$ cat src/rtl/serial_negator_if.sv
//------------------------------------------------------------------------------
// serial_negator_if
// Operand/result handshake bundle for the serial negation engine.
// Revision: 1.0
//------------------------------------------------------------------------------
`default_nettype none

interface serial_negator_if #(
    parameter int WIDTH = 8
);
    logic             in_valid;
    logic             in_ready;
    logic [WIDTH-1:0] in_data;
    logic [1:0]       in_mode;
    logic             out_valid;
    logic             out_ready;
    logic [WIDTH-1:0] out_data;
    logic             out_ovf;
    logic             busy;

    // Producer/consumer side: offers operands and accepts results
    modport master (
        output in_valid, in_data, in_mode, out_ready,
        input  in_ready, out_valid, out_data, out_ovf, busy
    );

    // Engine side
    modport slave (
        input  in_valid, in_data, in_mode, out_ready,
        output in_ready, out_valid, out_data, out_ovf, busy
    );
endinterface

`default_nettype wire

$ cat src/rtl/serial_negator.sv
//------------------------------------------------------------------------------
// serial_negator
// Digit-serial two's complement pass / negate / absolute-value engine.
// One DIGIT-bit adder slice with a registered carry, LSB first.
// Revision: 1.0
//------------------------------------------------------------------------------
`default_nettype none

module serial_negator #(
    parameter int WIDTH = 8,
    parameter int DIGIT = 1
) (
    input  logic           clk,
    input  logic           rst_n,
    serial_negator_if.slave bus
);
    localparam int STEPS = WIDTH / DIGIT;
    localparam int CNT_W = (STEPS > 1) ? $clog2(STEPS) : 1;

    localparam logic [1:0] IDLE = 2'd0;
    localparam logic [1:0] BUSY = 2'd1;
    localparam logic [1:0] DONE = 2'd2;

    localparam logic [WIDTH-1:0] MOST_NEG = {1'b1, {(WIDTH-1){1'b0}}};
    localparam logic [CNT_W-1:0] LAST_STEP = CNT_W'(STEPS - 1);

    generate
        if (WIDTH < 2 || DIGIT < 1 || (WIDTH % DIGIT) != 0) begin : g_param_check
            $error("serial_negator: WIDTH must be >= 2 and a multiple of DIGIT");
        end
    endgenerate

    logic [1:0]       state;
    logic [WIDTH-1:0] shift_q;
    logic [WIDTH-1:0] result_q;
    logic             inv_q;
    logic             carry_q;
    logic             ovf_q;
    logic [CNT_W-1:0] cnt_q;

    logic                   accept;
    logic                   inv_in;
    logic [DIGIT:0]         sum;
    logic [WIDTH+DIGIT-1:0] result_cat;

    // inv selects ones' complement plus carry-in 1, i.e. negation
    assign inv_in = (bus.in_mode == 2'b01) ||
                    ((bus.in_mode == 2'b10) && bus.in_data[WIDTH-1]);
    assign accept = bus.in_valid && (state == IDLE);

    // Single digit slice: conditionally inverted digit plus running carry
    assign sum = {1'b0, shift_q[DIGIT-1:0] ^ {DIGIT{inv_q}}} +
                 {{DIGIT{1'b0}}, carry_q};

    // New digit enters the result from the top; concatenation avoids an
    // empty slice when WIDTH == DIGIT
    assign result_cat = {sum[DIGIT-1:0], result_q};

    // Control FSM and serial datapath
    always_ff @(posedge clk or negedge rst_n) begin
        if (!rst_n) begin
            state    <= IDLE;
            shift_q  <= '0;
            result_q <= '0;
            inv_q    <= 1'b0;
            carry_q  <= 1'b0;
            ovf_q    <= 1'b0;
            cnt_q    <= '0;
        end else begin
            case (state)
                IDLE: begin
                    if (accept) begin
                        shift_q <= bus.in_data;
                        inv_q   <= inv_in;
                        carry_q <= inv_in;
                        ovf_q   <= inv_in && (bus.in_data == MOST_NEG);
                        cnt_q   <= '0;
                        state   <= BUSY;
                    end
                end
                BUSY: begin
                    shift_q  <= shift_q >> DIGIT;
                    result_q <= result_cat[WIDTH+DIGIT-1:DIGIT];
                    carry_q  <= sum[DIGIT];
                    cnt_q    <= cnt_q + 1'b1;
                    if (cnt_q == LAST_STEP) begin
                        state <= DONE;
                    end
                end
                DONE: begin
                    if (bus.out_ready) begin
                        state <= IDLE;
                    end
                end
                default: state <= IDLE;
            endcase
        end
    end

    // Status and result outputs decoded from registered state only
    assign bus.in_ready  = rst_n && (state == IDLE);
    assign bus.busy      = (state == BUSY);
    assign bus.out_valid = (state == DONE);
    assign bus.out_data  = result_q;
    assign bus.out_ovf   = (state == DONE) && ovf_q;
endmodule

`default_nettype wire

$ cat src/flat_wrapper.sv
// flat-port wrapper written by rule: the top's interface ports become plain ports
module serial_negator_flat 
#(
    parameter int WIDTH = 8,
    parameter int DIGIT = 1
)
  (clk, rst_n, bus_in_valid, bus_in_data, bus_in_mode, bus_out_ready, bus_in_ready, bus_out_valid, bus_out_data, bus_out_ovf, bus_busy);
  serial_negator_if #(.WIDTH(WIDTH)) bus_i ();
  input  logic clk;
  input  logic rst_n;
  input wire logic [$bits(bus_i.in_valid)-1:0] bus_in_valid;
  input wire logic [$bits(bus_i.in_data)-1:0] bus_in_data;
  input wire logic [$bits(bus_i.in_mode)-1:0] bus_in_mode;
  input wire logic [$bits(bus_i.out_ready)-1:0] bus_out_ready;
  output wire logic [$bits(bus_i.in_ready)-1:0] bus_in_ready;
  output wire logic [$bits(bus_i.out_valid)-1:0] bus_out_valid;
  output wire logic [$bits(bus_i.out_data)-1:0] bus_out_data;
  output wire logic [$bits(bus_i.out_ovf)-1:0] bus_out_ovf;
  output wire logic [$bits(bus_i.busy)-1:0] bus_busy;
  assign bus_i.in_valid = bus_in_valid;
  assign bus_i.in_data = bus_in_data;
  assign bus_i.in_mode = bus_in_mode;
  assign bus_i.out_ready = bus_out_ready;
  assign bus_in_ready = bus_i.in_ready;
  assign bus_out_valid = bus_i.out_valid;
  assign bus_out_data = bus_i.out_data;
  assign bus_out_ovf = bus_i.out_ovf;
  assign bus_busy = bus_i.busy;
  serial_negator #(.WIDTH(WIDTH), .DIGIT(DIGIT)) u_core (.clk(clk), .rst_n(rst_n), .bus(bus_i));
endmodule
$ cat config.mk
export PLATFORM = sky130hd
export DESIGN_NAME = serial_negator_flat
export DESIGN_NICKNAME = d
export VERILOG_FILES = /design/src/rtl/serial_negator_if.sv /design/src/rtl/serial_negator.sv /design/src/flat_wrapper.sv
export SDC_FILE = /design/constraint.sdc
export NUM_CORES = 1
export LEC_CHECK = 0
export ABC_CLOCK_PERIOD_IN_PS = 3710
export CAP_MARGIN = 15
export CORE_MARGIN = 8
export CORE_UTILIZATION = 47
export DETAILED_ROUTE_END_ITERATION = 16
export GPL_TIMING_DRIVEN = 0
export PLACE_DENSITY = 0.75
export SKIP_LAST_GASP = 1
export SYNTH_ARGS = -nofsm -noshare
export SYNTH_HDL_FRONTEND = slang
export SYNTH_SLANG_ARGS = --single-unit
$ cat constraint.sdc
create_clock -name clk -period 3.71 [get_ports clk]
set_clock_uncertainty 0.1 [all_clocks]
set_input_delay 1.113 -clock clk [delete_from_list [all_inputs] [get_ports clk]]
set_output_delay 1.113 -clock clk [all_outputs]
set_load 0.01 [all_outputs]
# After elaboration in Yosys (flattened, before gate mapping)
# Cells that the tools add are included.
# W data, S select, Z words.
# word_totals
regBits,24
latchBits,0
ramBits,0
mem_bits_ro,0
input_bits,14
wordCells,40
mem_count,0
# classes
add_sub_neg,2
mul,0
n_div,0
n_lt_le_gt_ge,0
eq_ne,9
shift,0
muxes,10
bitwise_logic,1
n_reduce_logical,11
# op_table
operator,count
$pmux W8 S2,1
$eq A8 B8 Y1 const B,1
$mux W8,1
$mux W2,3
$pmux W2 S3,1
$pmux W3 S2,1
$logic_and A1 B1 Y1,5
$eq A2 B1 Y1 const B,2
$eq A2 B2 Y1 const B,2
$ne A2 B1 Y1 const B,2
$reduce_and A2 Y1,2
$add A3 B1 Y3 const B,1
$eq A3 B3 Y1 const B,1
$mux W3,1
$reduce_and A3 Y1,1
$add A1 B1 Y2,1
$logic_not A2 Y1,1
$ne A2 B2 Y1 const B,1
$pmux W1 S2,1
$reduce_bool A2 Y1,1
$logic_or A1 B1 Y1,1
$mux W1,1
$xor A1 B1 Y1,1

# Logic depth before layout (Yosys ltp)
# Gate-level depths: netlist (run 1).
# logic_depth
ltp_word,5
depth_mapped,5
ltp_nobuf,4

# Worst setup path before layout (run 1)
# Ideal clock, no wire load.
# synth_timing
path_kind,input to output
startpoint,input rst_n
endpoint,output bus_in_ready
t_arrival_ps,1419
required_ps,2497
path_slack_ps,1078
cell_stages,1
path_buffers,0
cell_sequence,nor3b_1
# synth_between
elab_chain_len,1
# synth_lines
element,line,source
start: declaration,flat_wrapper.sv:10,input logic rst_n;
$logic_and A1 B1 Y1,serial_negator.sv:101,assign bus.in_ready = rst_n && (state == IDLE);
end: declaration,flat_wrapper.sv:15,output wire logic [$bits(bus_i.in_ready)-1:0] bus_in_ready;
# Every way passes these cells.

# Worst setup path in the final report (run 1)
# Ends and elaborated chain as after synthesis.

==> run metrics, run 1 <==
status finished clean; Max-cap violations 0; IO buf count 25; commonest non-fill, non-tap cell in the layout nand2_1; PD cells around 830 nW/um^2; Critical Path RT 2.50 ns; vias in the first global route between 900 and 1000; final worst path period share 0.928; first-pass GRT wire length 4550 um; cts bufs inserted 3; Async S/R FF share, synth 1.00; Worst setup EP type output port; Tightest Hold Check Type reg2reg; worst slew pin tran 0.512 ns; Critical path origin rst_n; Post-DP HPWL 1880 um; ant diodes 0; reg2reg end u_core.carry_q; Nets 163; clock slew at reported path FFs 0.12 ns; CTS tree done; final count of pins violating max slew 0; WL/cell 15.0 um; reg-to-reg startpoint u_core.state[0]; Worst R2R Path Depth 4; Core ar. about 2200 um^2; Area Overhead vs Synth 30.8%; Vias 915; leakage power 0.694 nW; multi-input logic area 445 um^2; Tot GR Track Use 0.138; share of layout cells above drive strength 1 0.0966; CP Class in2out; Sequential Area 601 um^2; 1st-pass router iterations 4; Fillers around 190; Final Setup Violations 0; row count 17; Avg Cell Area, Syn about 9.4 um^2; Slew HR 0.657; largest net degree at the start of global routing 26; die area about 4100 um^2; Design Power 1.18 mW; slowest CP cell clkdlybuf4s50_1; vias per cell 5.29; post-synthesis cell type count 27; Post-synth top flop dfrtp_1; maximum root-to-sink buffer count 2; Die Ht 64.2 um; placer congestion estimate just under 0.8; Post-Syn Area 1090 um^2; f_max 0.290 GHz; DRC errors left 0; antenna violations before repair 0; sequential fraction of the synthesis area 0.551; slowest stage delay, CP 0.56 ns; Starting Density 0.493; syn_nets 133; final critical-path required period 3.44 ns; hold depth 2; Worst Hold Path EP u_core.bus.out_data[0]; Final Util 0.644; Die Span X about 64 um; RSZ-0062 raised after global routing no; GR Overflow Total 0; Antenna Nets Post-Route 0; CP Max Fanout 25; yosys warns 0; most frequent cells in the layout nand2_1, clkdlybuf4s50_1, dfrtp_1; total wire length around 2600 um; IO Count 26; FF+latch count, synth 24; clk_lat worst skew approximately 0.33 ns; crit path DAT 2.23 ns; EDFF count, synth 0; H-tree levels 1; Reg2Reg Setup Slack 2.14 ns; DRT iter0 DRCs 42; startpoint of the worst hold path u_core.bus.out_data[0]; clock sink count 24; Peak VDD IR 0.504 mV; Fin. Hold Viols 0; Mapped Cells 116; Root Driver clkbuf_4; critical path launch point type primary input; crit-path cells clkbuf_4 > nor3b_1 > clkdlybuf4s50_1
worst max-delay path by stage:
| stage | endpoint | cells after the start |
|---|---|---|
| after floorplan | bus_in_ready | 1 |
| after global placement | bus_in_ready | 3 |
| after detailed placement | bus_in_ready | 3 |
| after CTS | bus_in_ready | 3 |
| after global routing | bus_in_ready | 3 |
| final | bus_in_ready | 3 |
registers in the layout, summed over array words and instances (netlist names):
signal	count
u_core.shift_q	8
u_core.inv_q	1
u_core.ovf_q	1
u_core.state	2
u_core.carry_q	1
u_core.bus.out_data	8
u_core.cnt_q	3
cell type report:
class | instances | share of cell area
clock inverters | 1 | 0.0211
repair buffers | 25 | 0.174
plain buffers | 6 | 0.0255
inverters | 2 | 0.00527
multi-input cells | 84 | 0.313
flip-flops and latches | 24 | 0.421
well taps | 28 | 0.0246
clock buffers | 3 | 0.0158
through the flow:
step           std cells  setup slack, ns  hold slack (ns)  instance area [um^2]  TNS [ns]
2_1_floorplan        116             1.08            0.354                  1090         0
5_1_grt              173            0.160            0.436                  1430         0
3_5_place_dp         169           -0.712            0.375                  1380    -0.712
6_report             173            0.267            0.395                  1430         0
3_3_place_gp         169           -0.683            0.362                  1380    -0.683
4_1_cts              173           0.0903            0.406                  1420         0
synthesized netlist by cell type (2+ instances only):
cell type / instances / area share
inv_1: 2 / 0.0069
ha_1: 3 / 0.034
nand2_1: 44 / 0.15
dfrtp_1: 24 / 0.55
o21ai_1: 2 / 0.0092
buf_2: 5 / 0.023
nand3_1: 4 / 0.018
a31oi_1: 7 / 0.040
nor2_1: 7 / 0.024
where the power goes:
| group | leakage [nW] | switching [mW] | internal [mW] | total, mW |
|---|---|---|---|---|
| logic | 0.370 | 0.287 | 0.243 | 0.529 |
| clock network | 0.0279 | 0.0824 | 0.109 | 0.192 |
| registers | 0.295 | 0.0815 | 0.380 | 0.462 |
| total | 0.694 | 0.451 | 0.732 | 1.18 |
layer usage:
metal | share of wire | vias to the layer above | global-route usage
met5 | 0 | - | 0
met4 | 0.021 | 0 | 0.0736
met1 | 0.43 | 447 | 0.169
met2 | 0.50 | 23 | 0.222
li1 | - | 440 | -
met3 | 0.046 | 5 | 0.0314
worst max-delay path, delay by kind of cell:
kind	cells	cell delay, ns
AND/OR/NAND/NOR	1	0.22
buffers and inverters	2	0.88
repair_timing:
action	in CTS	in global routing
endpoints found under the setup margin	1	1
buffers inserted	0	0
gates resized for setup	5	1
pin swaps	0	0
hold buffers	0	0
kinds of logic (layout without fill, tap and decap cells):
logic type               Yosys count  in the layout  share of synthesized area
flip-flops                        24             24                      0.551
AND/OR/NAND/NOR                   66             66                      0.277
buffers and inverters              8             37                     0.0402
adder cells (fa/ha/maj)            3              3                     0.0344
XOR/XNOR                           1              1                    0.00804
AO/OA/AOI/OAI                     14             14                     0.0896
(Power assumes the default switching activity.)
==> run 2, diff against run 1 <==
--- a/config.mk
+++ b/config.mk
@@ -10,8 +10,9 @@
 export CORE_MARGIN = 8
 export CORE_UTILIZATION = 47
 export DETAILED_ROUTE_END_ITERATION = 16
-export GPL_TIMING_DRIVEN = 0
+export GPL_TIMING_DRIVEN = 1
 export PLACE_DENSITY = 0.75
+export RECOVER_POWER = 50
 export SKIP_LAST_GASP = 1
 export SYNTH_ARGS = -nofsm -noshare
 export SYNTH_HDL_FRONTEND = slang
==> run 2 against run 1 <==
Against the previous run: register-to-register slack worse by 0.23 ns; clock power down 43%; routed wire length down 12%; sequential cell count unchanged; fmax down 5.1%; global-route usage down 2.0 points; non-clock buffer count down 4; largest cell class unchanged.
==> run metrics, run 2 (synthesized netlist as in run 1, its figures left out) <==
status finished clean (unchanged); IO buf count 25 (unchanged); Vias 860 (was 915); Die Span X 64.2 um (unchanged); DRC errors left 0 (unchanged); leakage power 0.659 nW (was 0.694 nW); GR Overflow Total 0 (unchanged); vias in the first global route 912 (was 958); Die Ht 64.2 um (unchanged); final count of pins violating max slew 0 (unchanged); total wire length 2280 um (was 2600 um); Root Driver clkbuf_4 (unchanged); Reg2Reg Setup Slack 1.91 ns (was 2.14 ns); Nets 159 (was 163); reg2reg end u_core.carry_q (unchanged); cell mode on critical path clkdlybuf4s50_1; Non-Filler Instances 168 (was 173); Core ar. 2210 um^2 (unchanged); clock sink count 24 (unchanged); CP Max Fanout 2 (was 25); Starting Density 0.493 (unchanged); WL/cell 13.6 um (was 15.0 um); Slew HR 0.160 (was 0.657); reg-to-reg startpoint u_core.state[0] (unchanged); PD cells 767 nW/um^2 (was 830 nW/um^2); maximum root-to-sink buffer count 2 (unchanged); share of layout cells above drive strength 1 0.0500 (was 0.0966); cts bufs inserted 3 (unchanged); Peak VDD IR 0.565 mV (was 0.504 mV); slowest CP cell clkdlybuf4s50_1 (unchanged); DP Area 1350 um^2 (was 1380 um^2); row count 17 (unchanged); clk_lat worst skew 0.30 ns (was 0.33 ns); final critical-path required period 3.63 ns (was 3.44 ns); largest net degree at the start of global routing 30 (was 26); Fillers 211 (was 187); ant diodes 0 (unchanged); CP Class in2out (unchanged); critical path launch point type primary input (unchanged); Design Power 1.05 mW (was 1.18 mW); most frequent cells in the layout nand2_1, clkdlybuf4s50_1, dfrtp_1 (unchanged); Critical Path RT 2.50 ns (about the same); final worst path period share 0.978 (was 0.928); Post-DP HPWL 1690 um (was 1880 um); Tightest Hold Check Type reg2reg (unchanged); Antenna Nets Post-Route 0 (unchanged); CTS tree done (unchanged); Worst R2R Path Depth 3 (was 4); first-pass GRT wire length 4060 um (was 4550 um); Area Overhead vs Synth 25.9% (was 30.8%); Worst setup EP type output port (unchanged); placed cells 165 (was 169); Final Util 0.620 (was 0.644); DRT iter0 DRCs 40 (was 42); crit path DAT 2.41 ns (was 2.23 ns); fin area 1370 um^2 (was 1430 um^2); worst slew pin tran 1.26 ns (was 0.512 ns); clock slew at reported path FFs 0.12 ns (about the same); Worst Hold Path EP u_core.bus.out_data[0] (unchanged); post-CTS setup buffers 0 (unchanged); die area 4120 um^2 (unchanged); f_max 0.276 GHz (was 0.290 GHz); IO Count 26 (unchanged); antenna violations before repair 0 (unchanged); startpoint of the worst hold path u_core.bus.out_data[0] (unchanged); 1st-pass router iterations 4 (unchanged); crit-path cells clkdlybuf4s50_1 > nor3b_1 > clkdlybuf4s50_1 (was clkbuf_4 > nor3b_1 > clkdlybuf4s50_1); hold_buf cts 0 (unchanged); Tot GR Track Use 0.118 (was 0.138); commonest non-fill, non-tap cell in the layout nand2_1 (unchanged); placer congestion estimate 0.713 (was 0.782); H-tree levels 1 (unchanged); cts repair resizes 0 (was 5); slowest stage delay, CP 0.57 ns (was 0.56 ns); Max-cap violations 0 (unchanged); vias per cell 5.12 (was 5.29); hold depth 2 (unchanged); Final Setup Violations 0 (unchanged); Fin. Hold Viols 0 (unchanged); RSZ-0062 raised after global routing no (unchanged); Fin Setup TNS 0 ns (unchanged)
[run 2: metal layers]
layer,GRT usage,share of wire,vias to the layer above
li1,-,-,434
met1,0.142,0.41,405
met2,0.198,0.52,21
met3,0.0366,0.067,0
met4,0.0327,0,0
met5,0,0,-
[run 2: cell type report]
type | count | area [um^2] | area share
sequential | 24 | 601 | 0.438
inverter | 2 | 7.51 | 0.00547
clock buffer | 3 | 22.5 | 0.0164
tap | 28 | 35.0 | 0.0255
timing repair buffer | 27 | 262 | 0.191
multi-input combinational | 84 | 445 | 0.325
[run 2: per-stage QoR]
stage,worst slack (ns),hold WS (ns)
after floorplan,1.08,0.354
after global placement,0.0889,0.359
after detailed placement,0.0819,0.371
after CTS,0.0717,0.400
after global routing,0.00831,0.428
final,0.0826,0.391
[run 2: where the power goes]
part,internal [mW],switching [mW],total (mW)
Combinational,0.224,0.265,0.490
Sequential,0.380,0.0749,0.455
Clock,0.0378,0.0707,0.109
[run 2: worst max-delay path by stage]
stage	start	end	slack, ns	depth (start not counted)
floorplan	rst_n	bus_in_ready	1.08	1
global placement	rst_n	bus_in_ready	0.09	3
detailed placement	rst_n	bus_in_ready	0.08	3
CTS	rst_n	bus_in_ready	0.07	3
global route	rst_n	bus_in_ready	0.008	3
finish	rst_n	bus_in_ready	0.08	3
[run 2: worst max-delay path: cells and delay by family]
family,cells,cell delay [ns]
buffers and inverters,2,1.09
AND/OR/NAND/NOR,1,0.21
==> run 3, diff against run 2 <==
--- a/config.mk
+++ b/config.mk
@@ -5,8 +5,7 @@
 export SDC_FILE = /design/constraint.sdc
 export NUM_CORES = 1
 export LEC_CHECK = 0
-export ABC_CLOCK_PERIOD_IN_PS = 3710
-export CAP_MARGIN = 15
+export ABC_CLOCK_PERIOD_IN_PS = 3850
 export CORE_MARGIN = 8
 export CORE_UTILIZATION = 47
 export DETAILED_ROUTE_END_ITERATION = 16
@@ -14,6 +13,7 @@
 export PLACE_DENSITY = 0.75
 export RECOVER_POWER = 50
 export SKIP_LAST_GASP = 1
+export SLEW_MARGIN = 20
 export SYNTH_ARGS = -nofsm -noshare
 export SYNTH_HDL_FRONTEND = slang
 export SYNTH_SLANG_ARGS = --single-unit
==> constraint.sdc (replaced) <==
create_clock -name clk -period 3.85 [get_ports clk]
set_clock_uncertainty 0.1 [all_clocks]
set_input_delay 1.155 -clock clk [delete_from_list [all_inputs] [get_ports clk]]
set_output_delay 1.155 -clock clk [all_outputs]
set_load 0.01 [all_outputs]
==> run 3 against run 2 <==
Against the previous run: final cell count unchanged; utilization did not move; routed wire length barely moved.
==> run metrics, run 3 (synthesized netlist as in run 1, its figures left out) <==
RSZ-0062 raised after global routing no (unchanged); slowest CP cell clkdlybuf4s50_1 (unchanged); Starting Density 0.493 (unchanged); Fillers 206 (was 211); status finished clean (unchanged); antenna violations before repair 0 (unchanged); 1st-pass router iterations 4 (unchanged); Die Ht 64.2 um (unchanged); GR Overflow Total 0 (unchanged); f_max between 0.2 and 0.3 GHz; total wire length 2280 um (about the same); placed cells 165 (unchanged); Slew HR 0.152 (was 0.160); CTS tree done (unchanged); IO Count 26 (unchanged); maximum root-to-sink buffer count 2 (unchanged); crit path DAT 2.48 ns (was 2.41 ns); vias per cell 5.21 (was 5.12); largest net degree at the start of global routing 30 (unchanged); CP Max Fanout 2 (unchanged); PD cells 738 nW/um^2 (was 767 nW/um^2); Die Span X 64.2 um (unchanged); CP Class in2out (unchanged); Vias 875 (was 860); placer congestion estimate 0.713 (about the same); Reg2Reg Setup Slack 2.05 ns (was 1.91 ns); Worst setup EP type output port (unchanged); Non-Filler Instances 168 (unchanged); share of layout cells above drive strength 1 0.0500 (unchanged); Tightest Hold Check Type reg2reg (unchanged); clock slew at reported path FFs 0.12 ns (about the same); post-CTS setup buffers 0 (unchanged); IO buf count 25 (unchanged); kind of cell adding the most delay to the critical path buffers and inverters (unchanged); Final Setup Violations 0 (unchanged); Final Util 0.620 (unchanged); Post-DP HPWL 1690 um (about the same); Critical Path RT 2.59 ns (was 2.50 ns); Worst R2R Path Depth 3 (unchanged); Peak VDD IR 0.463 mV (was 0.565 mV); WP depth 3 (unchanged); ant diodes 0 (unchanged); Critical path origin rst_n (unchanged); crit-path cells clkdlybuf4s50_1 > nor3b_1 > clkdlybuf4s50_1 (unchanged); critical path launch point type primary input (unchanged); buffers and inverters on the worst path 2 (unchanged); vias in the first global route 893 (was 912); Setup WS pre-CTS 0.132 ns (was 0.0819 ns); cts bufs inserted 3 (unchanged); Max-cap violations 0 (unchanged); most frequent cells in the layout nand2_1, clkdlybuf4s50_1, dfrtp_1 (unchanged); Setup WS post-layout 0.119 ns (was 0.0826 ns); Antenna Nets Post-Route 0 (unchanged); cell mode on critical path clkdlybuf4s50_1 (unchanged); Tot GR Track Use 0.118 (about the same); commonest non-fill, non-tap cell in the layout nand2_1 (unchanged); final critical-path required period 3.73 ns; cts repair resizes 0 (unchanged); slowest stage delay, CP 0.58 ns (was 0.57 ns); reg2reg end u_core.carry_q (unchanged); DRC errors left 0 (unchanged); hold_buf cts 0 (unchanged); DP Area 1350 um^2 (unchanged); die area 4120 um^2 (unchanged); fin area 1370 um^2 (unchanged); clk_lat worst skew 0.30 ns (about the same); first-pass GRT wire length 4000 um (was 4060 um); reg-to-reg startpoint u_core.state[0] (unchanged); H-tree levels 1 (unchanged); final count of pins violating max slew 0 (unchanged); Area Overhead vs Synth 25.9% (unchanged); CP Capture Point bus_in_ready (unchanged); Fin Setup TNS 0 ns (unchanged); final worst path period share 0.969; clock sink count 24 (unchanged); leakage power 0.659 nW (unchanged); row count 17 (unchanged); Root Driver clkbuf_4 (unchanged); Fin. Hold Viols 0 (unchanged); Min Hold Slack 0.392 ns (was 0.391 ns); WL/cell 13.6 um (about the same); Core ar. 2210 um^2 (unchanged); DRT iter0 DRCs 31 (was 40); worst slew pin tran 1.27 ns (was 1.26 ns); Nets 159 (unchanged); Design Power 1.01 mW (was 1.05 mW)
[run 3: cell counts in the layout (fill, tap and decap cells not counted)]
Identical to the previous run, type by type.
[run 3: power by group]
group	total [mW]	internal [mW]	switching, mW
clock	0.104	0.0365	0.0680
sequential	0.438	0.366	0.0718
combinational	0.470	0.215	0.255
total	1.01	0.618	0.395
[run 3: cell type report]
cell class | instances | area (um^2) | share of cell area
Clock buffer | 3 | 22.5 | 0.0164
Inverter | 2 | 7.51 | 0.00547
Multi-Input combinational cell | 84 | 445 | 0.325
Sequential cell | 24 | 601 | 0.438
Tap cell | 28 | 35.0 | 0.0255
Timing Repair Buffer | 27 | 262 | 0.191
[run 3: worst register-to-register path, cell delays in order, from the launching register on]
cell	delay [ns]
dfrtp_1	0.43
or3b_1	0.64
and3_4	0.30
a211o_1	0.22
[run 3: worst min-delay path by stage]
stage,slack (ns),cells after the start,from,to
6_report,0.39,2,u_core.bus.out_data[0],u_core.bus.out_data[0]
5_1_grt,0.44,1,u_core.inv_q,u_core.inv_q
4_1_cts,0.40,2,u_core.bus.out_data[0],u_core.bus.out_data[0]
3_5_place_dp,0.37,2,u_core.bus.out_data[0],u_core.bus.out_data[0]
3_3_place_gp,0.36,2,u_core.bus.out_data[0],u_core.bus.out_data[0]
2_1_floorplan,0.35,1,u_core.cnt_q[0],u_core.cnt_q[0]
[run 3: layer usage]
metal / routed length, um / GRT usage
met4: 14 / 0.0327
met5: 0 / 0
met2: 1110 / 0.197
met3: 114 / 0.0383
met1: 1050 / 0.142
